### src/rtl/spi_master_ss.sv
// spi_master_ss: 16-bit SPI master, mode 0 (CPOL=0, CPHA=0), with a built-in
// slave-select decoder for the three trigger DAC/AFE channels, a spare, and
// the calibration EEPROM. One transaction: front porch, 16 SCLK periods,
// back porch, then a single-cycle done pulse with the received word.
module spi_master_ss #(
   parameter int SCLK_DIV = 32   // system clocks per SCLK period, even and >= 4
) (
   input  logic        clk,
   input  logic        rst_n,
   input  logic        wrt,
   input  logic [15:0] cmd,
   input  logic [2:0]  ss,
   input  logic        MISO,
   output logic        SCLK,
   output logic        MOSI,
   output logic [4:0]  SS_n,
   output logic        busy,
   output logic        done,
   output logic [15:0] rd_data
);

   localparam int HALF = SCLK_DIV / 2;
   localparam int CW   = (HALF > 1) ? $clog2(HALF) : 1;
   localparam logic [CW-1:0] HALF_TC = CW'(HALF - 1);

   typedef enum logic [1:0] {
      IDLE,
      PORCH_F,
      SHIFT,
      PORCH_B
   } state_t;

   // Everything except the FSM state that lives in a flop. SCLK, MOSI and
   // SS_n are all registered so the pins never glitch.
   typedef struct packed {
      logic [CW-1:0] hcnt;   // half-period counter
      logic [3:0]    bcnt;   // completed SCLK periods (falling edges)
      logic [15:0]   shreg;  // outgoing command / incoming response
      logic          sclk;
      logic          mosi;
      logic [4:0]    ss_n;
      logic          busy;
      logic          done;
      logic [15:0]   rd;
   } regs_t;

   localparam regs_t REGS_RESET = '{
      hcnt:  '0,
      bcnt:  '0,
      shreg: '0,
      sclk:  1'b0,
      mosi:  1'b0,
      ss_n:  5'b11111,
      busy:  1'b0,
      done:  1'b0,
      rd:    '0
   };

   state_t state, state_nxt;
   regs_t  r, r_nxt;
   logic   hc_tc;

   // Indices 0..4 pull one select low; 5..7 select nothing but the frame
   // still runs so the upstream sequencer always gets its done.
   function automatic logic [4:0] ss_decode(input logic [2:0] idx);
      logic [4:0] sel;
      sel = 5'b11111;
      if (idx < 3'd5) sel[idx] = 1'b0;
      return sel;
   endfunction

   // State register.
   always_ff @(posedge clk or negedge rst_n) begin
      // NOTE: non-blocking assignments in clocked blocks so every flop samples
      // the pre-edge values; blocking here would create ordering races.
      if (!rst_n) state <= IDLE;
      else        state <= state_nxt;
   end

   // Datapath and output registers.
   always_ff @(posedge clk or negedge rst_n) begin
      if (!rst_n) r <= REGS_RESET;
      else        r <= r_nxt;
   end

   // Next-state and next-register logic for the whole transaction.
   always_comb begin
      // NOTE: every target gets a default before the case so no path leaves
      // it unassigned; a missing default here infers a latch.
      state_nxt = state;
      r_nxt     = r;
      r_nxt.done = 1'b0;
      hc_tc     = (r.hcnt == HALF_TC);

      case (state)
         IDLE: begin
            if (wrt) begin
               state_nxt   = PORCH_F;
               r_nxt.shreg = cmd;
               r_nxt.mosi  = cmd[15];
               r_nxt.ss_n  = ss_decode(ss);
               r_nxt.busy  = 1'b1;
               r_nxt.sclk  = 1'b0;
               r_nxt.hcnt  = '0;
               r_nxt.bcnt  = '0;
            end
         end

         // Select asserted, first data bit on MOSI, SCLK held low.
         PORCH_F: begin
            if (hc_tc) begin
               r_nxt.hcnt = '0;
               state_nxt  = SHIFT;
            end else begin
               r_nxt.hcnt = r.hcnt + 1'b1;
            end
         end

         // Each terminal count toggles SCLK; low half first, then high.
         SHIFT: begin
            if (hc_tc) begin
               r_nxt.hcnt = '0;
               r_nxt.sclk = ~r.sclk;
               if (!r.sclk) begin
                  // Rising edge: capture MISO; MOSI is left alone so it
                  // only ever moves while SCLK is low.
                  r_nxt.shreg = {r.shreg[14:0], MISO};
               end else begin
                  // Falling edge: one bit period complete.
                  r_nxt.bcnt = r.bcnt + 1'b1;
                  if (r.bcnt == 4'd15) begin
                     r_nxt.mosi = 1'b0;
                     state_nxt  = PORCH_B;
                  end else begin
                     r_nxt.mosi = r.shreg[15];
                  end
               end
            end else begin
               r_nxt.hcnt = r.hcnt + 1'b1;
            end
         end

         // Hold select with SCLK low, then release and report.
         PORCH_B: begin
            if (hc_tc) begin
               r_nxt.hcnt = '0;
               r_nxt.ss_n = 5'b11111;
               r_nxt.busy = 1'b0;
               r_nxt.done = 1'b1;
               r_nxt.rd   = r.shreg;
               state_nxt  = IDLE;
            end else begin
               r_nxt.hcnt = r.hcnt + 1'b1;
            end
         end

         default: state_nxt = IDLE;
      endcase
   end

   assign SCLK    = r.sclk;
   assign MOSI    = r.mosi;
   assign SS_n    = r.ss_n;
   assign busy    = r.busy;
   assign done    = r.done;
   assign rd_data = r.rd;

endmodule

### config.mk
export PLATFORM = sky130hd
export DESIGN_NAME = spi_master_ss
export DESIGN_NICKNAME = d
export VERILOG_FILES = /design/src/rtl/spi_master_ss.sv
export SDC_FILE = /design/constraint.sdc
export NUM_CORES = 1
export LEC_CHECK = 0
export BUFFER_PORTS_ARGS = -buffer_cell sky130_fd_sc_hd__buf_2
export CAP_MARGIN = 0
export CORE_UTILIZATION = 40
export CTS_BUF_LIST = sky130_fd_sc_hd__clkbuf_8
export DETAILED_ROUTE_END_ITERATION = 8
export RECOVER_POWER = 50
export SLEW_MARGIN = 20
export SYNTH_ARGS = -nofsm -noshare
export SYNTH_HDL_FRONTEND = slang
export SYNTH_SLANG_ARGS = --single-unit
### constraint.sdc
create_clock -name clk -period 2.08 [get_ports clk]
set_input_delay 0.104 -clock clk [delete_from_list [all_inputs] [get_ports clk]]
set_output_delay 0.104 -clock clk [all_outputs]
set_load 0.02 [all_outputs]
==> impl_metrics.yaml <==
outcome:
  status: "finished clean"
placement:
  io_buffer_count: 47
  postPlaceCellArea_um2: 3040
  dp.final_hpwl_um: 3880
  gp_congestion: 0.766
yosys:
  ys_seq_area_frac: 0.453
  ys_seq_elements: 51
  ys.warnings.count: 0
  syn-num-nets: 298
  syn_area_um2: 2830
  synth_edf_count: 0
  synthFlopType: "dfrtp_1"
  avgSynthCellArea_um2: 10.6
  ys_async_sr_fraction: 1.00
  synth_cell_types: 52
  netlist_instances: 268
floorplan:
  start_util: 0.414
  die_x_um: 86.1
  rows: 30
  fp.dieH_um: 86.1
  core_um2: 6830
  pin_count: 48
  die_area_um2: 7420
route:
  first_iter_violations: 110
  post_drt_via_cell_ratio: 5.30
  drtPass1Iterations: 4
  ant_nets: 0
  num_vias: 2098
  wl_per_cell_um: 14.4
  drc_errors: 0
  wirelength_um: 5680
finish:
  syn2layout_area_growth_pct: 11.9
  final_area_um2: 3170
  fin_util: 0.464
  fill_cells: 661
  finalNetCount: 329
  n_antenna_cell: 0
  drive_above_1_share: 0.263
pwr:
  internal-power_w: 0.00306
  clock_power_share: 0.154
  swShare: 0.419
  combPwrFrac: 0.498
  seq_power_share: 0.348
  p_per_area_nw_per_um2: 1670
  p_sw_w: 0.00221
  leakage_nw: 1.44
  max-vdd-ir-drop_uv: 514
global_route:
  grt_pass1_wl_um: 9610
  grt-ovfl-total: 0
  grt_pass1_vias: 2027
  grt_max_degree: 52
  grt_usage: 0.165
  antenna_found_initial: 0
critical_path:
  critPathCaptureType: "flop"
  cp.arrival_ps: 2100
  reg2reg_from: "r[45]"
  worst_ep_required_time_ps: 2280
  rrSetupSlack_ps: 180
  path_class: "flop to flop"
  timing.rr.end: "state[1]"
  startpoint_type: "flop"
  reg2reg_depth: 5
  path_max_fanout: 6
timing:
  rsz0062_at_grt: "no"
  slew_violations: 0
  skew_ps: 10.2
  tns_ps: 0
  fin_crit_ps: 1900
  post-route-period-util: 0.913
  finalSetupViolCount: 0
  tightest_slew_ps: 1240
  fmax_mhz: 526
  hold_violations: 0
  maxSlewHeadroom: 0.175
cts:
  postCtsSetupBuffers: 0
  cts_max_level: 2
  clk_path_buf_depth: 2
  cts.sinks: 51
  insertion_delay_ps: 300
  root_buffer: "clkbuf_8"
  cts_tree: "done"
  clk_pin_slew_ps: 100
  cts_buffers: 5
worst_hold_path:
  worstHoldStart: "MISO"
  min_path_type: "input port to flop"
  worstHoldPathCells: 3
  holdPathEnd: "r[25]"
flow_run:
  maxCapViolCount: 0
## routing by layer
layer | up-vias | global-route usage | wire length [um]
met4 | 0 | 0.0545 | 60
met2 | 50 | 0.269 | 2680
met3 | 6 | 0.0298 | 190
met1 | 1011 | 0.221 | 2760
met5 | - | 0 | 0
li1 | 1031 | - | -
## power groups by stage
stage / Combinational, W / Sequential (W) / Clock [W]
2_1_floorplan: 0.00225 / 0.00178 / 0
3_3_place_gp: 0.00262 / 0.00184 / 0
3_5_place_dp: 0.00266 / 0.00185 / 0
4_1_cts: 0.00267 / 0.00183 / 0.000825
5_1_grt: 0.00294 / 0.00191 / 0.000864
6_report: 0.00263 / 0.00183 / 0.000813
## state kept, by name, indices dropped and copies added, names as in the netlist
name     flops
r           24
rd_data     16
SS_n         5
state        2
MOSI         1
SCLK         1
busy         1
done         1
## cell usage after synthesis (2+ instances only)
master,number,area (um2)
nor3_1,2,10.0
inv_1,11,41.3
o22ai_1,27,169
nor2b_1,2,12.5
nand2_1,11,41.3
ha_1,7,87.6
a22o_1,6,52.6
buf_1,2,7.51
mux2i_1,3,30.0
nor2_1,18,67.6
nand3_1,2,10.0
buf_2,7,35.0
o21ai_0,3,15.0
mux2_4,6,90.1
dfrtp_1,46,1150
a21oi_1,15,75.1
clkbuf_1,4,15.0
a221oi_1,3,26.3
o22a_1,11,96.3
o21ai_1,4,20.0
a31oi_1,7,43.8
buf_6,2,22.5
inv_2,3,11.3
dfstp_2,5,131
o32a_1,2,20.0
mux2_1,11,124
o31ai_1,2,15.0
buf_4,22,165
## cells by family after synthesis
logic type	share of synthesized area
muxes	0.0862
and+or+nand+nor	0.0831
adders and majority gates	0.0309
DFF	0.453
buffers and inverters	0.105
xor gates and xnor gates	0.00310
AOI/OAI and AO/OA	0.238
## worst max-delay path by stage
stage / from / end / slack [ps]
3_5_place_dp: r[45] / state[1] / 190
6_report: r[45] / state[1] / 180
4_1_cts: r[45] / rd_data[4] / 160
3_3_place_gp: r[45] / state[1] / 250
2_1_floorplan: state[0] / SS_n[4] / 360
5_1_grt: r[45] / rd_data[4] / 50
## repair_timing
action | in CTS | in global routing
endpoints found under the hold margin | 48 | 0
gates resized for setup | 0 | 0
endpoints found under the setup margin | 0 | 0
hold buffers | 3 | 0
## metrics by stage
step                total power [W]  hold slack, ps  cells  setup slack (ps)
CTS                         0.00533            98.9    396               164
global placement            0.00445             120    385               249
floorplan                   0.00403            -192    268               364
detailed placement          0.00451             119    385               186
finish                      0.00528             109    396               180
global route                0.00571            91.3    396              53.6
## layout by cell type (no fill, tap or decap), types with 2 or more instances in the layout
cell | netlist | routed
a22o_1 | 6 | 6
dlygate4sd3_1 | 0 | 3
o22ai_1 | 27 | 27
buf_2 | 7 | 35
mux2i_1 | 3 | 3
dfstp_2 | 5 | 5
nand3_1 | 2 | 2
a21oi_1 | 15 | 15
nor2b_1 | 2 | 2
dfrtp_1 | 46 | 46
clkbuf_8 | 0 | 5
o22a_1 | 11 | 11
nor2_1 | 18 | 18
o21ai_1 | 4 | 4
nand2_1 | 11 | 11
clkbuf_1 | 4 | 12
o31ai_1 | 2 | 2
o32a_1 | 2 | 2
a31oi_1 | 7 | 7
inv_1 | 11 | 12
buf_4 | 22 | 10
o21ai_0 | 3 | 3
inv_2 | 3 | 3
ha_1 | 7 | 7
nor3_1 | 2 | 2
a221oi_1 | 3 | 3
bufinv_16 | 0 | 2
mux2_4 | 6 | 6
mux2_1 | 11 | 11
## cell type report
| type | count | area, um2 | area share |
|---|---|---|---|
| timing repair buffer | 61 | 330 | 0.104 |
| clock buffer | 5 | 68.8 | 0.0217 |
| tap | 96 | 120 | 0.0379 |
| clock inverter | 3 | 63.8 | 0.0201 |
| sequential | 51 | 1280 | 0.405 |
| multi-input combinational | 166 | 1250 | 0.395 |
| inverter | 14 | 52.6 | 0.0166 |
## critical path, stage by stage (launching register included)
cell and delay (ps):
dfrtp_1 420, ha_1 250, and3_1 440, o221ai_2 180, a21oi_2 160, mux2_1 330
No activity file was read; power rests on OpenSTA's default activity.
